[config.mk]
export PLATFORM = sky130hd
export DESIGN_NAME = fpu_op_sequencer
export DESIGN_NICKNAME = d
export VERILOG_FILES = /design/src/rtl/fpu_op_sequencer.sv
export SDC_FILE = /design/constraint.sdc
export NUM_CORES = 1
export LEC_CHECK = 0
export ABC_AREA = 1
export BUFFER_PORTS_ARGS = -buffer_cell sky130_fd_sc_hd__buf_2
export CORE_ASPECT_RATIO = 1.75
export CORE_MARGIN = 3
export CORE_UTILIZATION = 50
export DETAILED_ROUTE_END_ITERATION = 8
export PLACE_DENSITY = 0.85
export SYNTH_ARGS = -nofsm -noshare
export SYNTH_HDL_FRONTEND = slang
export SYNTH_SLANG_ARGS = --single-unit
export TNS_END_PERCENT = 5
[constraint.sdc]
create_clock -name clk -period 5.75 [get_ports clk]
set_input_delay 1.15 -clock clk [delete_from_list [all_inputs] [get_ports clk]]
set_output_delay 1.15 -clock clk [all_outputs]
set_load 0.03 [all_outputs]
[src/rtl/fpu_op_sequencer.sv]
// rtl/fpu_op_sequencer.sv - sequences A/B operand collection and the FPU strobe/ack handshakes
module fpu_op_sequencer #(
  parameter int unsigned TIMEOUT_CYCLES = 1023,
  parameter int unsigned CNT_W          = 16,
  parameter logic [31:0] TIMEOUT_NAN    = 32'h7FC0_0000
) (
  input  logic             clk,
  input  logic             rsto,
  input  logic [31:0]      in_data,
  input  logic             in_valid,
  output logic             in_ready,
  input  logic [1:0]       op_in,
  output logic [31:0]      fpu_a,
  output logic [31:0]      fpu_b,
  output logic [1:0]       fpu_op,
  output logic             fpu_a_stb,
  input  logic             fpu_a_ack,
  output logic             fpu_b_stb,
  input  logic             fpu_b_ack,
  input  logic [31:0]      fpu_z,
  input  logic             fpu_z_stb,
  output logic             fpu_z_ack,
  output logic             fpu_rst_req,
  output logic [31:0]      res_data,
  output logic             res_valid,
  input  logic             res_ready,
  output logic             res_timeout,
  output logic             busy,
  output logic [CNT_W-1:0] op_count
);

  localparam int unsigned   TW     = $clog2(TIMEOUT_CYCLES + 1);
  localparam logic [TW-1:0] T_LAST = TW'(TIMEOUT_CYCLES - 1);

  typedef enum logic [2:0] {
    S_GET_A, S_GET_B, S_SEND_A, S_SEND_B, S_WAIT_Z, S_RESULT
  } state_e;

  state_e            state_q, state_d;
  logic [TW-1:0]     tmr_q, tmr_d;
  logic [31:0]       a_q, a_d, b_q, b_d, res_q, res_d;
  logic [1:0]        op_q, op_d;
  logic              to_q, to_d, rst_req_q, rst_req_d;
  logic [CNT_W-1:0]  cnt_q, cnt_d;
  logic              phase_active, at_limit, timeout;

  assign at_limit = (tmr_q == T_LAST);

  always_ff @(posedge clk or posedge rsto) begin
    if (rsto) state_q <= S_GET_A;
    else      state_q <= state_d;
  end

  // An ack seen in the threshold cycle takes priority over the timeout.
  always_comb begin
    state_d      = state_q;
    phase_active = 1'b0;
    timeout      = 1'b0;
    case (state_q)
      S_GET_A:  if (in_valid) state_d = S_GET_B;
      S_GET_B:  if (in_valid) state_d = S_SEND_A;
      S_SEND_A: begin
        phase_active = 1'b1;
        if (fpu_a_ack)     state_d = S_SEND_B;
        else if (at_limit) begin state_d = S_RESULT; timeout = 1'b1; end
      end
      S_SEND_B: begin
        phase_active = 1'b1;
        if (fpu_b_ack)     state_d = S_WAIT_Z;
        else if (at_limit) begin state_d = S_RESULT; timeout = 1'b1; end
      end
      S_WAIT_Z: begin
        phase_active = 1'b1;
        if (fpu_z_stb)     state_d = S_RESULT;
        else if (at_limit) begin state_d = S_RESULT; timeout = 1'b1; end
      end
      S_RESULT: if (res_ready) state_d = S_GET_A;
      default:  state_d = S_GET_A;
    endcase
  end

  always_comb begin
    in_ready  = 1'b0;
    fpu_a_stb = 1'b0;
    fpu_b_stb = 1'b0;
    fpu_z_ack = 1'b0;
    res_valid = 1'b0;
    busy      = 1'b1;
    case (state_q)
      S_GET_A:  begin in_ready = 1'b1; busy = 1'b0; end
      S_GET_B:  in_ready  = 1'b1;
      S_SEND_A: fpu_a_stb = 1'b1;
      S_SEND_B: fpu_b_stb = 1'b1;
      S_WAIT_Z: fpu_z_ack = 1'b1;
      S_RESULT: res_valid = 1'b1;
      default:  busy      = 1'b1;
    endcase
  end

  always_comb begin
    a_d       = a_q;
    b_d       = b_q;
    op_d      = op_q;
    res_d     = res_q;
    to_d      = to_q;
    rst_req_d = 1'b0;
    cnt_d     = cnt_q;
    tmr_d     = '0;
    if (state_q == S_GET_A && in_valid) begin
      a_d  = in_data;
      op_d = op_in;
    end
    if (state_q == S_GET_B && in_valid) b_d = in_data;
    if (state_q == S_WAIT_Z && fpu_z_stb) begin
      res_d = fpu_z;
      to_d  = 1'b0;
    end
    if (timeout) begin
      res_d     = TIMEOUT_NAN;
      to_d      = 1'b1;
      rst_req_d = 1'b1;
    end
    if (state_q == S_RESULT && res_ready) cnt_d = cnt_q + CNT_W'(1);
    // Counter restarts on every phase entry, including phase-to-phase moves.
    if (phase_active && state_d == state_q) tmr_d = tmr_q + TW'(1);
  end

  always_ff @(posedge clk or posedge rsto) begin
    if (rsto) begin
      a_q       <= '0;
      b_q       <= '0;
      op_q      <= '0;
      res_q     <= '0;
      to_q      <= 1'b0;
      rst_req_q <= 1'b0;
      cnt_q     <= '0;
      tmr_q     <= '0;
    end else begin
      a_q       <= a_d;
      b_q       <= b_d;
      op_q      <= op_d;
      res_q     <= res_d;
      to_q      <= to_d;
      rst_req_q <= rst_req_d;
      cnt_q     <= cnt_d;
      tmr_q     <= tmr_d;
    end
  end

  assign fpu_a       = a_q;
  assign fpu_b       = b_q;
  assign fpu_op      = op_q;
  assign res_data    = res_q;
  assign res_timeout = to_q;
  assign fpu_rst_req = rst_req_q;
  assign op_count    = cnt_q;

endmodule
After elaboration in Yosys (flattened, before gate mapping)
Index checks and enable logic that the tools add are counted.
{"block": "totals", "reg_bits": 129, "input_bits": 73, "output_inout_bits": 122, "wordCells": 53}
{"block": "op_classes", "addsub": 2, "n_eq_ne": 7, "n_mux": 26, "n_reduce_logical": 9}
{"operator": "$mux W32", "count": 2}
{"operator": "$mux W3", "count": 7}
{"operator": "$pmux W3 S6", "count": 1}
{"operator": "$add A16 B1 Y16 const B", "count": 1}
{"operator": "$mux W1", "count": 14}
{"operator": "$add A10 B1 Y10 const B", "count": 1}
{"operator": "$eq A10 B10 Y1 const B", "count": 1}
{"operator": "$mux W10", "count": 1}
{"operator": "$eq A3 B2 Y1 const B", "count": 2}
{"operator": "$eq A3 B3 Y1 const B", "count": 2}
{"operator": "$logic_and A1 B1 Y1", "count": 5}
{"operator": "$eq A3 B1 Y1 const B", "count": 1}
{"operator": "$eq A3 B3 Y1", "count": 1}
{"operator": "$logic_not A3 Y1", "count": 1}
{"operator": "$pmux W1 S3", "count": 1}
{"operator": "$reduce_or A3 Y1", "count": 1}
{"operator": "$reduce_bool A2 Y1", "count": 1}
{"operator": "$reduce_or A2 Y1", "count": 1}

Longest topological paths before layout
{"block": "depth", "word_depth": 7, "ltp_mapped": 11, "mapped_depth_nobuf": 11}

Least setup slack after synthesis
OpenSTA, ideal clock, no wires.
{"block": "synth_path", "path_kind": "reg2out", "start": "register state_q[1]", "end": "output in_ready", "arrival_ns": 1.151, "t_required_ns": 4.600, "path_slack_ns": 3.449, "path_stages_with_launch": 4, "path_cell_list": "dfrtp_1 nor2_2 nand2_1 nand2_1"}
{"block": "synth_via", "elab_chain_cells": 3}
{"item": "start: declaration", "line": "39", "text": "state_e state_q, state_d;"}
{"item": "start signal: assignment", "line": "51", "text": "else state_q <= state_d;"}
{"item": "$eq A3 B1 Y1 / $logic_not A3 Y1 (equally long branches)", "line": "89", "text": "case (state_q)"}
{"item": "$reduce_or A2 Y1 (no source line) (*)"}
{"item": "$mux W1 (*)", "line": "89"}
{"item": "end: declaration", "line": "11", "text": "output logic in_ready,"}
Every way passes the cells marked *; elsewhere a longest branch is shown, timed or not.

Worst setup path after layout
{"block": "layout_path", "start": "register state_q[1]", "end": "output fpu_z_ack"}
{"block": "layout_via", "elab_chain_cells": 2}
{"item": "$eq A3 B3 Y1", "line": "89"}
{"item": "$mux W1", "line": "89"}
{"item": "end: declaration", "line": "22", "text": "output logic fpu_z_ack,"}
Every way passes these cells.

==> qor.csv <==
stage;metric;value;unit
finish;fraction of layout cells with a size suffix above 1;0.345;
floorplan;Rows;50;
setup_path;crit path capture type;output port;
power_and_ir_drop;leakage;0.00390;µW
setup_path;crit path kind;reg -> out;
sta;Final Skew;11.0;ps
run;maxcap violations;0;
setup_path;slowest cell delay on critical path;490;ps
floorplan;die area;12300;µm²
sta;Max-Slew Margin vs Limit;0.283;
floorplan;Die Ht;145;µm
detailed_routing;1st-pass router iterations;4;
cts;cts hold-fix bufs;0;
setup_path;Worst setup SP type;register;
cts;CTS resizes;0;
setup_path;crit-path cells;nor2_2, nand2_2, inv_2, buf_2;
setup_path;critical path arrival;1600;ps
detailed_routing;DRC violations left;0;
cts;CTS tree;done;
cts;# Post-CTS Setup Buffers;0;
place;gp weighted congestion;0.892;
global_route;initial antenna violation count;0;
sta;Slew Viols, Final;0;
finish;Layout Utilization;0.669;
sta;minimum clock period after layout;2750;ps
finish;fill cell count;842;
run_status;status;finished, final reports clean;
synthesis;ranking of synthesized cells by area;dfrtp_1 59%, nand2_1 11%, o21ai_0 6.3%;
global_route;grt ovf;0;
min_path;worst min path class;reg -> reg;
setup_path;Critical Path RT;4600;ps
synthesis;Synth area leader;dfrtp_1;
floorplan;Core ar.;10700;µm²
detailed_routing;vias per cell;5.03;
synthesis;top-area cell type share of the netlist area;0.588;
detailed_routing;Antenna Violating Nets Remaining;0;
detailed_routing;Initial DRC Count;198;
power_and_ir_drop;switching part of the total;0.453;
global_route;GRT Overall Usage;0.223;
power_and_ir_drop;Internal;2430;µW
sta;unrepaired setup endpoints after global routing;false;
global_route;largest net degree at the start of global routing;71;
synthesis;syn nets;655;
finish;Final nets;849;
setup_path;reg-to-reg slack, setup;3140;ps
sta;Final Cycle Share;0.478;
detailed_routing;Post-Route WL;13.5;mm
synthesis;Post-Syn Area;5490;µm²
power_and_ir_drop;Pwr per Cell Area;621;nW/µm²
power_and_ir_drop;Seq pwr share;0.333;
sta;Fin. Hold Viols;0;
synthesis;Seq/Total Area, Yosys;0.588;
sta;Worst Max-Slew Pin Slew;1080;ps
synthesis;Ys Warns;0;
power_and_ir_drop;Gate power share;0.424;
sta;setup violators final;0;
cts;Worst-path clk slew;60;ps
cts;Num CTS Buffers;17;
floorplan;initial core utilization;0.513;
setup_path;worst r2r src;state_q[1];
floorplan;IO Count;195;
cts;Max H-tree Level;4;
cts;clk_lat worst skew;400;ps
detailed_routing;total number of vias;4603;
min_path;hold wc startpoint;fpu_b[24];
setup_path;Max FO, Critical Path;7;
place;Detailed Place HPWL;9.69;mm
synthesis;synth unique cells;32;
synthesis;flops & latches, synth;129;
global_route;vias in the first global route;4618;
detailed_routing;WL per Instance;14.8;µm
finish;Antenna diodes;0;
finish;area grow syn2layout;30.4;%
sta;FMAX;0.364;GHz
synthesis;syn avg cell area;9.49;µm²
power_and_ir_drop;Clk network pwr share;0.242;
setup_path;Slowest cell on crit path;dfrtp_1;
cts;Sink Count;129;
power_and_ir_drop;Net Sw Power;2020;µW
cts;Max clock buf depth;2;
synthesis;cells after synthesis;579;
power_and_ir_drop;maximum vdd drop;0.409;mV
floorplan;Die X;85.2;µm
global_route;global-route wire length before repair;21.6;mm
sta;setup TNS;0;ps
place;# port buffers;194;
setup_path;Critical Path Start;state_q[1];
cts;root buf cell;clkbuf_16;
-- registers in the layout, summed over array words and instances (netlist names) --
signal and flops:
tmr_q 10, fpu_b 32, res_data 32, fpu_op 2, res_timeout 1, fpu_rst_req 1, fpu_a 32, state_q 3
op_count 16
-- kinds of logic (layout without fill, tap and decap cells) --
family | Yosys count | count (layout) | share of synthesized area
AOI/OAI and AO/OA | 96 | 96 | 0.0884
muxes | 8 | 8 | 0.0150
xor gates and xnor gates | 19 | 19 | 0.0317
DFF | 129 | 129 | 0.588
adders and majority gates | 3 | 3 | 0.00683
and+or+nand+nor | 241 | 241 | 0.210
buffers and inverters | 83 | 290 | 0.0599
-- cells in the final DEF (no fill, tap or decap), types with 2 or more instances in the layout --
cell,count
a21oi_1,24
a31oi_1,2
buf_2,194
buf_4,3
bufinv_16,2
clkbuf_16,17
clkinv_4,4
clkinvlp_4,2
dfrtp_1,129
ha_1,3
inv_1,54
inv_2,5
inv_6,3
inv_8,3
mux2_2,2
mux2i_1,6
nand2_1,160
nand2_2,7
nand2_4,2
nand3_1,22
nand3_2,2
nand3_4,2
nand4_1,3
nor2_1,15
nor2_2,2
nor2_4,6
nor3_1,7
nor3_2,10
o21ai_0,69
xnor2_1,5
xor2_1,13
-- cells in the mapped netlist (all sizes together) --
cell / count
mux2: 2
o211ai: 1
ha: 3
xnor2: 6
nand3b: 1
dfrtp: 129
inv: 60
a31oi: 2
xor2: 13
nand2: 170
clkbuf: 11
buf: 11
nor2: 23
nor3: 18
a21oi: 24
nand4: 3
nand3: 26
o21ai: 69
clkinv: 1
mux2i: 6
-- path summary, 6_finish.rpt --
| kind | to | cells past startpoint |
|---|---|---|
| setup / recovery | fpu_z_ack | 4 |
| hold / removal | fpu_b[24] | 2 |
| setup reg to reg | tmr_q[9] | 7 |
| hold reg to reg | fpu_b[24] | 2 |
| max in group asynchronous | fpu_a[1] | 3 |
| min in group asynchronous | fpu_op[0] | 3 |
-- power by group through the flow --
stage	Combinational (µW)	Sequential, µW	Clock, µW
global placement	1860	1480	0
detailed placement	1910	1490	0
CTS	1910	1480	1100
floorplan	650	2160	0
finish	1890	1480	1080
global route	2060	1520	1140
-- final cells by class --
type	instances	area [µm²]	share of cell area
tap	130	163	0.0227
timing repair buffer	197	993	0.139
clock inverter	15	175	0.0245
sequential	129	3230	0.451
clock buffer	17	425	0.0594
multi-input combinational	367	1950	0.272
inverter	61	231	0.0323
-- metal layers --
metal  GRT usage  share of wire  vias up
met5           0              0        -
met4       0.113          0.034        0
met3      0.0493          0.048       33
met2       0.393           0.55      161
met1       0.252           0.36     2174
li1            -              -     2235
-- worst max-delay path: cells and delay by family, from the launching register on --
kind	cells	cell delay, ps
flip-flops	1	490
buffers and inverters	2	330
AND/OR/NAND/NOR	2	360
-- metrics by stage --
step | std cells | cell area [µm²] | power [µW] | hold WS (ps) | worst slack, ps
floorplan | 579 | 5490 | 2810 | 471 | 1160
global placement | 884 | 6560 | 3340 | 461 | 2560
detailed placement | 884 | 6560 | 3390 | 468 | 2520
CTS | 916 | 7160 | 4490 | 483 | 2950
global route | 916 | 7160 | 4720 | 503 | 2700
finish | 916 | 7160 | 4450 | 478 | 3000
Power figures use the tool's default switching activity.
